### config.mk
export PLATFORM = sky130hd
export DESIGN_NAME = proc_fetch_queue
export DESIGN_NICKNAME = d
export VERILOG_FILES = /design/src/rtl/proc_fetch_queue.sv
export SDC_FILE = /design/constraint.sdc
export NUM_CORES = 1
export LEC_CHECK = 0
export BUFFER_PORTS_ARGS = -buffer_cell sky130_fd_sc_hd__buf_2
export CAP_MARGIN = 40
export CORE_MARGIN = 3
export CORE_UTILIZATION = 50
export DETAILED_ROUTE_END_ITERATION = 16
export PLACE_DENSITY = 0.75
export SLEW_MARGIN = 25
export SYNTH_ARGS = -nofsm -noshare
export SYNTH_HDL_FRONTEND = slang
export SYNTH_SLANG_ARGS = --single-unit
### constraint.sdc
create_clock -name clk -period 6.2 [get_ports clk]
set_clock_uncertainty 0.05 [all_clocks]
set_input_delay 0.62 -clock clk [delete_from_list [all_inputs] [get_ports clk]]
set_output_delay 0.62 -clock clk [all_outputs]
set_load 0.02 [all_outputs]
### src/rtl/proc_fetch_queue.sv
// TinyRV1 fetch stage: owns the PC, fetches from a combinational instruction memory
// and buffers {pc, inst} pairs for decode. Optional macro FETCH_BYPASS_EN adds a same-cycle empty-queue bypass.
module proc_fetch_queue #(
    parameter logic [31:0] RESET_ADDR = 32'h0000_0000,
    parameter int unsigned DEPTH      = 2
) (
    input  logic        clk,
    input  logic        rst,
    output logic        imemreq_val,
    output logic [31:0] imemreq_addr,
    input  logic [31:0] imemresp_data,
    input  logic        redirect_val,
    input  logic [31:0] redirect_target,
    output logic        inst_val,
    input  logic        inst_rdy,
    output logic [31:0] inst_data,
    output logic [31:0] inst_pc
);

    localparam int unsigned PTR_W = (DEPTH > 1) ? $clog2(DEPTH) : 1;
    localparam int unsigned CNT_W = PTR_W + 1;

    typedef struct packed {
        logic [31:0] pc;
        logic [31:0] data;
    } entry_t;

    entry_t             mem_q [DEPTH];
    entry_t             mem_d [DEPTH];
    logic [31:0]        pc_q, pc_d;
    logic [PTR_W-1:0]   head_q, head_d;
    logic [PTR_W-1:0]   tail_q, tail_d;
    logic [CNT_W-1:0]   count_q, count_d;

    logic head_val_c;
    logic deq_c;
    logic space_c;
    logic fetch_c;
    logic byp_c;
    logic enq_c;

    // Handshake terms; fetch is held off while reset is asserted even though count reads empty.
    always_comb begin
        head_val_c = (count_q != '0);
        deq_c      = head_val_c & inst_rdy;
        space_c    = (count_q < CNT_W'(DEPTH)) | ((count_q == CNT_W'(DEPTH)) & deq_c);
        fetch_c    = rst & space_c & ~redirect_val;
`ifdef FETCH_BYPASS_EN
        byp_c      = fetch_c & ~head_val_c;
`else
        byp_c      = 1'b0;
`endif
        // A bypassed word taken by decode this cycle never occupies a slot.
        enq_c      = fetch_c & ~(byp_c & inst_rdy);
    end

    always_comb begin
        imemreq_val  = fetch_c;
        imemreq_addr = pc_q;
        inst_val     = head_val_c | byp_c;
`ifdef FETCH_BYPASS_EN
        inst_data    = byp_c ? imemresp_data : mem_q[head_q].data;
        inst_pc      = byp_c ? pc_q          : mem_q[head_q].pc;
`else
        inst_data    = mem_q[head_q].data;
        inst_pc      = mem_q[head_q].pc;
`endif
    end

    // Next-state: redirect flushes everything and wins over fetch/deq.
    always_comb begin
        pc_d    = pc_q;
        head_d  = head_q;
        tail_d  = tail_q;
        count_d = count_q;
        mem_d   = mem_q;
        if (redirect_val) begin
            pc_d    = redirect_target & ~32'd3;
            head_d  = '0;
            tail_d  = '0;
            count_d = '0;
        end else begin
            if (deq_c) begin
                head_d = head_q + PTR_W'(1);
            end
            if (fetch_c) begin
                pc_d = pc_q + 32'd4;
            end
            if (enq_c) begin
                mem_d[tail_q] = '{pc: pc_q, data: imemresp_data};
                tail_d        = tail_q + PTR_W'(1);
            end
            case ({enq_c, deq_c})
                2'b10:   count_d = count_q + CNT_W'(1);
                2'b01:   count_d = count_q - CNT_W'(1);
                default: count_d = count_q;
            endcase
        end
    end

    always_ff @(posedge clk or negedge rst) begin
        if (!rst) begin
            pc_q    <= RESET_ADDR;
            head_q  <= '0;
            tail_q  <= '0;
            count_q <= '0;
            for (int i = 0; i < int'(DEPTH); i++) begin
                mem_q[i] <= '0;
            end
        end else begin
            pc_q    <= pc_d;
            head_q  <= head_d;
            tail_q  <= tail_d;
            count_q <= count_d;
            mem_q   <= mem_d;
        end
    end

endmodule

==> impl_metrics.py <==
metrics = {
    "status": {
        "status": "complete, no violations",
    },
    "worst_hold_path": {
        "worst_hold_path_type": "in2async",
    },
    "worst_setup_path": {
        "arrival_ns": 2.38,
        "r2r_end": "mem_q[56]",
        "r2r-start": "count_q[0]",
        "path_class": "reg2out",
        "cp-start-kind": "flip-flop",
        "rrSetupSlack_ns": 3.67,
        "timing.critical_path.to_type": "output pin",
        "reg2reg_depth": 5,
        "path_max_fanout": 38,
        "critical_path_required_ns": 5.53,
    },
    "layout": {
        "final_area_sq_mm": 0.00897,
        "nNetsFinal": 789,
        "layout_common_cells": "mux2_2 (186), buf_2 (158), dfrtp_1 (157)",
        "antenna_cells": 0,
        "fin_util_pct": 63.1,
        "finalNonFillerCells": 909,
        "syn_to_final_growth_pct": 20.9,
        "final_common_cell": "mux2_2",
        "drive_above_1_share_pct": 53.6,
    },
    "floorplanning": {
        "die_h_um": 128,
        "num_io_pins": 166,
        "rows": 43,
        "initial_core_util_pct": 52.2,
        "dieArea_sq_mm": 0.0163,
        "die_w_um": 128,
        "core_sq_mm": 0.0142,
    },
    "detailed_routing": {
        "drtIter0Drc": 373,
        "dr.pass1.iters": 4,
        "route.detailed.drc": 0,
        "ant_nets": 0,
        "vias": 5203,
        "routedWlPerCell_um": 18.6,
        "vias_per_cell": 5.72,
        "finalWirelength_um": 16900,
    },
    "cts": {
        "cts_tree": "yes",
        "numClockSinks": 158,
        "clk-insertion-delay-late_ns": 0.42,
        "root_buffer": "clkbuf_16",
        "clk_pin_slew_ns": 0.06,
        "clockBufferDepth": 2,
        "cts_resized": 0,
        "cts_buffers": 17,
        "post-cts-setup-buffer-count": 0,
        "hold_buffers": 0,
        "htree_levels": 4,
    },
    "synthesis": {
        "syn_area_per_cell_sq_um": 13.0,
        "yosysTopAreaCell": "dfrtp_1",
        "synth_seq_cells": 158,
        "synth_top_area_share_pct": 53.3,
        "syn_area_sq_mm": 0.00742,
        "ys_warn_count": 0,
        "synth.distinct_cells": 46,
        "yosysSeqAreaShare_pct": 53.3,
        "ys_top_cells_by_area": "dfrtp_1 (53%), mux2_2 (28%), or4_1 (2.1%)",
        "synth_cells": 573,
    },
    "grt": {
        "grt_pass1_wl_um": 27900,
        "grt_pass1_vias": 5519,
        "antenna_found_initial": 0,
        "track_usage_pct": 21.5,
        "grt_max_degree": 82,
        "grt_overflow": 0,
    },
    "placed_design": {
        "place_inst": 880,
        "gp_congestion": 0.815,
        "dpl.hpwl_um": 11300,
        "place_area_sq_mm": 0.00833,
        "numPortBuffers": 159,
    },
    "timing": {
        "period_share_pct": 49.1,
        "rsz0062_at_grt": "false",
        "worst_pin_slew_ns": 0.716,
        "max_freq_mhz": 328,
        "drv_slew": 0,
        "layout_min_cycle_time_ns": 3.05,
        "final.setup.tns_ns": 0,
        "setup_viol": 0,
        "hold_violations": 0,
        "hold_slack_ns": 0.0439,
        "worst_slew_margin_rel_pct": 51.0,
    },
    "power": {
        "peakVddDrop_v": 0.000223,
        "powerDensity_mw_per_mm2": 385,
        "p_leak_nw": 3.85,
    },
    "flow_run": {
        "drv_cap": 0,
    },
}
-- registers in the layout (all words and copies together), names as in the netlist --
| name | count |
|---|---|
| mem_q | 124 |
| tail_q | 1 |
| count_q | 2 |
| head_q | 1 |
| imemreq_addr | 30 |
-- power by group --
group          internal (mW)  switching, mW
Clock                  0.726          0.383
Sequential              1.30          0.165
Combinational          0.437          0.442
Total                   2.47          0.990
-- area by class of cell --
class,count,area (sq um)
Fill cell,1098,5240
Timing Repair Buffer,169,913
Sequential cell,158,3960
Multi-Input combinational cell,369,3230
Inverter,5,18.8
Tap cell,180,225
Clock inverter,7,163
Clock buffer,21,460
-- cells in the mapped netlist, drive strengths merged --
| cell type | instances |
|---|---|
| nor2b | 2 |
| o211ai | 1 |
| nor3b | 1 |
| a21oi | 1 |
| dfrtp | 158 |
| nand2b | 1 |
| xor2 | 4 |
| xnor2 | 3 |
| nor2 | 28 |
| buf | 25 |
| o31ai | 19 |
| and2 | 4 |
| clkbuf | 17 |
| and4 | 3 |
| o2111a | 1 |
| or4 | 22 |
| o2111ai | 2 |
| or2 | 1 |
| a211o | 1 |
| a22oi | 1 |
| nand4 | 6 |
| inv | 5 |
| or3 | 3 |
| mux2i | 1 |
| mux2 | 186 |
| dlygate4sd1 | 2 |
| a31oi | 24 |
| o211a | 1 |
| nand3 | 11 |
| o21ai | 11 |
| or3b | 1 |
| ha | 1 |
| a2111oi | 1 |
| and3 | 2 |
| o41ai | 2 |
| nand2 | 19 |
| nor3 | 1 |
| conb | 1 |
-- kinds of logic after synthesis --
logic type                 share of synthesized area (%)
muxes                                               28.4
and+or+nand+nor                                     7.77
AOI/OAI and AO/OA                                   6.09
xor gates and xnor gates                           0.826
DFF                                                 53.3
other                                             0.0505
buffers and inverters                               3.46
adders and majority gates                          0.169
-- critical path, cell delays in order (launching register included) --
cell     delay [ns]
dfrtp_2        0.79
buf_4          0.58
mux2_2         0.41
buf_2          0.16
-- metrics by stage --
step / setup slack, ns / power [mW]
finish: 3.15 / 3.46
CTS: 3.10 / 3.49
detailed placement: 3.07 / 2.37
global route: 3.04 / 3.63
floorplan: 4.04 / 2.08
global placement: 2.93 / 2.31
-- per-layer routing --
layer / wire length, um / part of all wire (%) / GRT usage [%] / vias up
met2: 8690 / 51 / 35.9 / 162
met1: 6980 / 41 / 27.0 / 2618
met3: 937 / 5.5 / 5.25 / 22
met4: 331 / 2.0 / 8.11 / 0
li1: - / - / - / 2401
met5: 0 / 0 / 0 / -
-- how the worst max path moves through the flow --
stage | cells after the start | slack (ns) | end | startpoint
floorplan | 7 | 4.04 | mem_q[0] | inst_rdy
global placement | 5 | 2.93 | mem_q[110] | rst
detailed placement | 6 | 3.07 | mem_q[79] | rst
CTS | 3 | 3.10 | inst_data[17] | head_q
global route | 3 | 3.04 | inst_data[17] | head_q
finish | 3 | 3.15 | inst_data[17] | head_q
No activity file was read; power rests on OpenSTA's default activity.
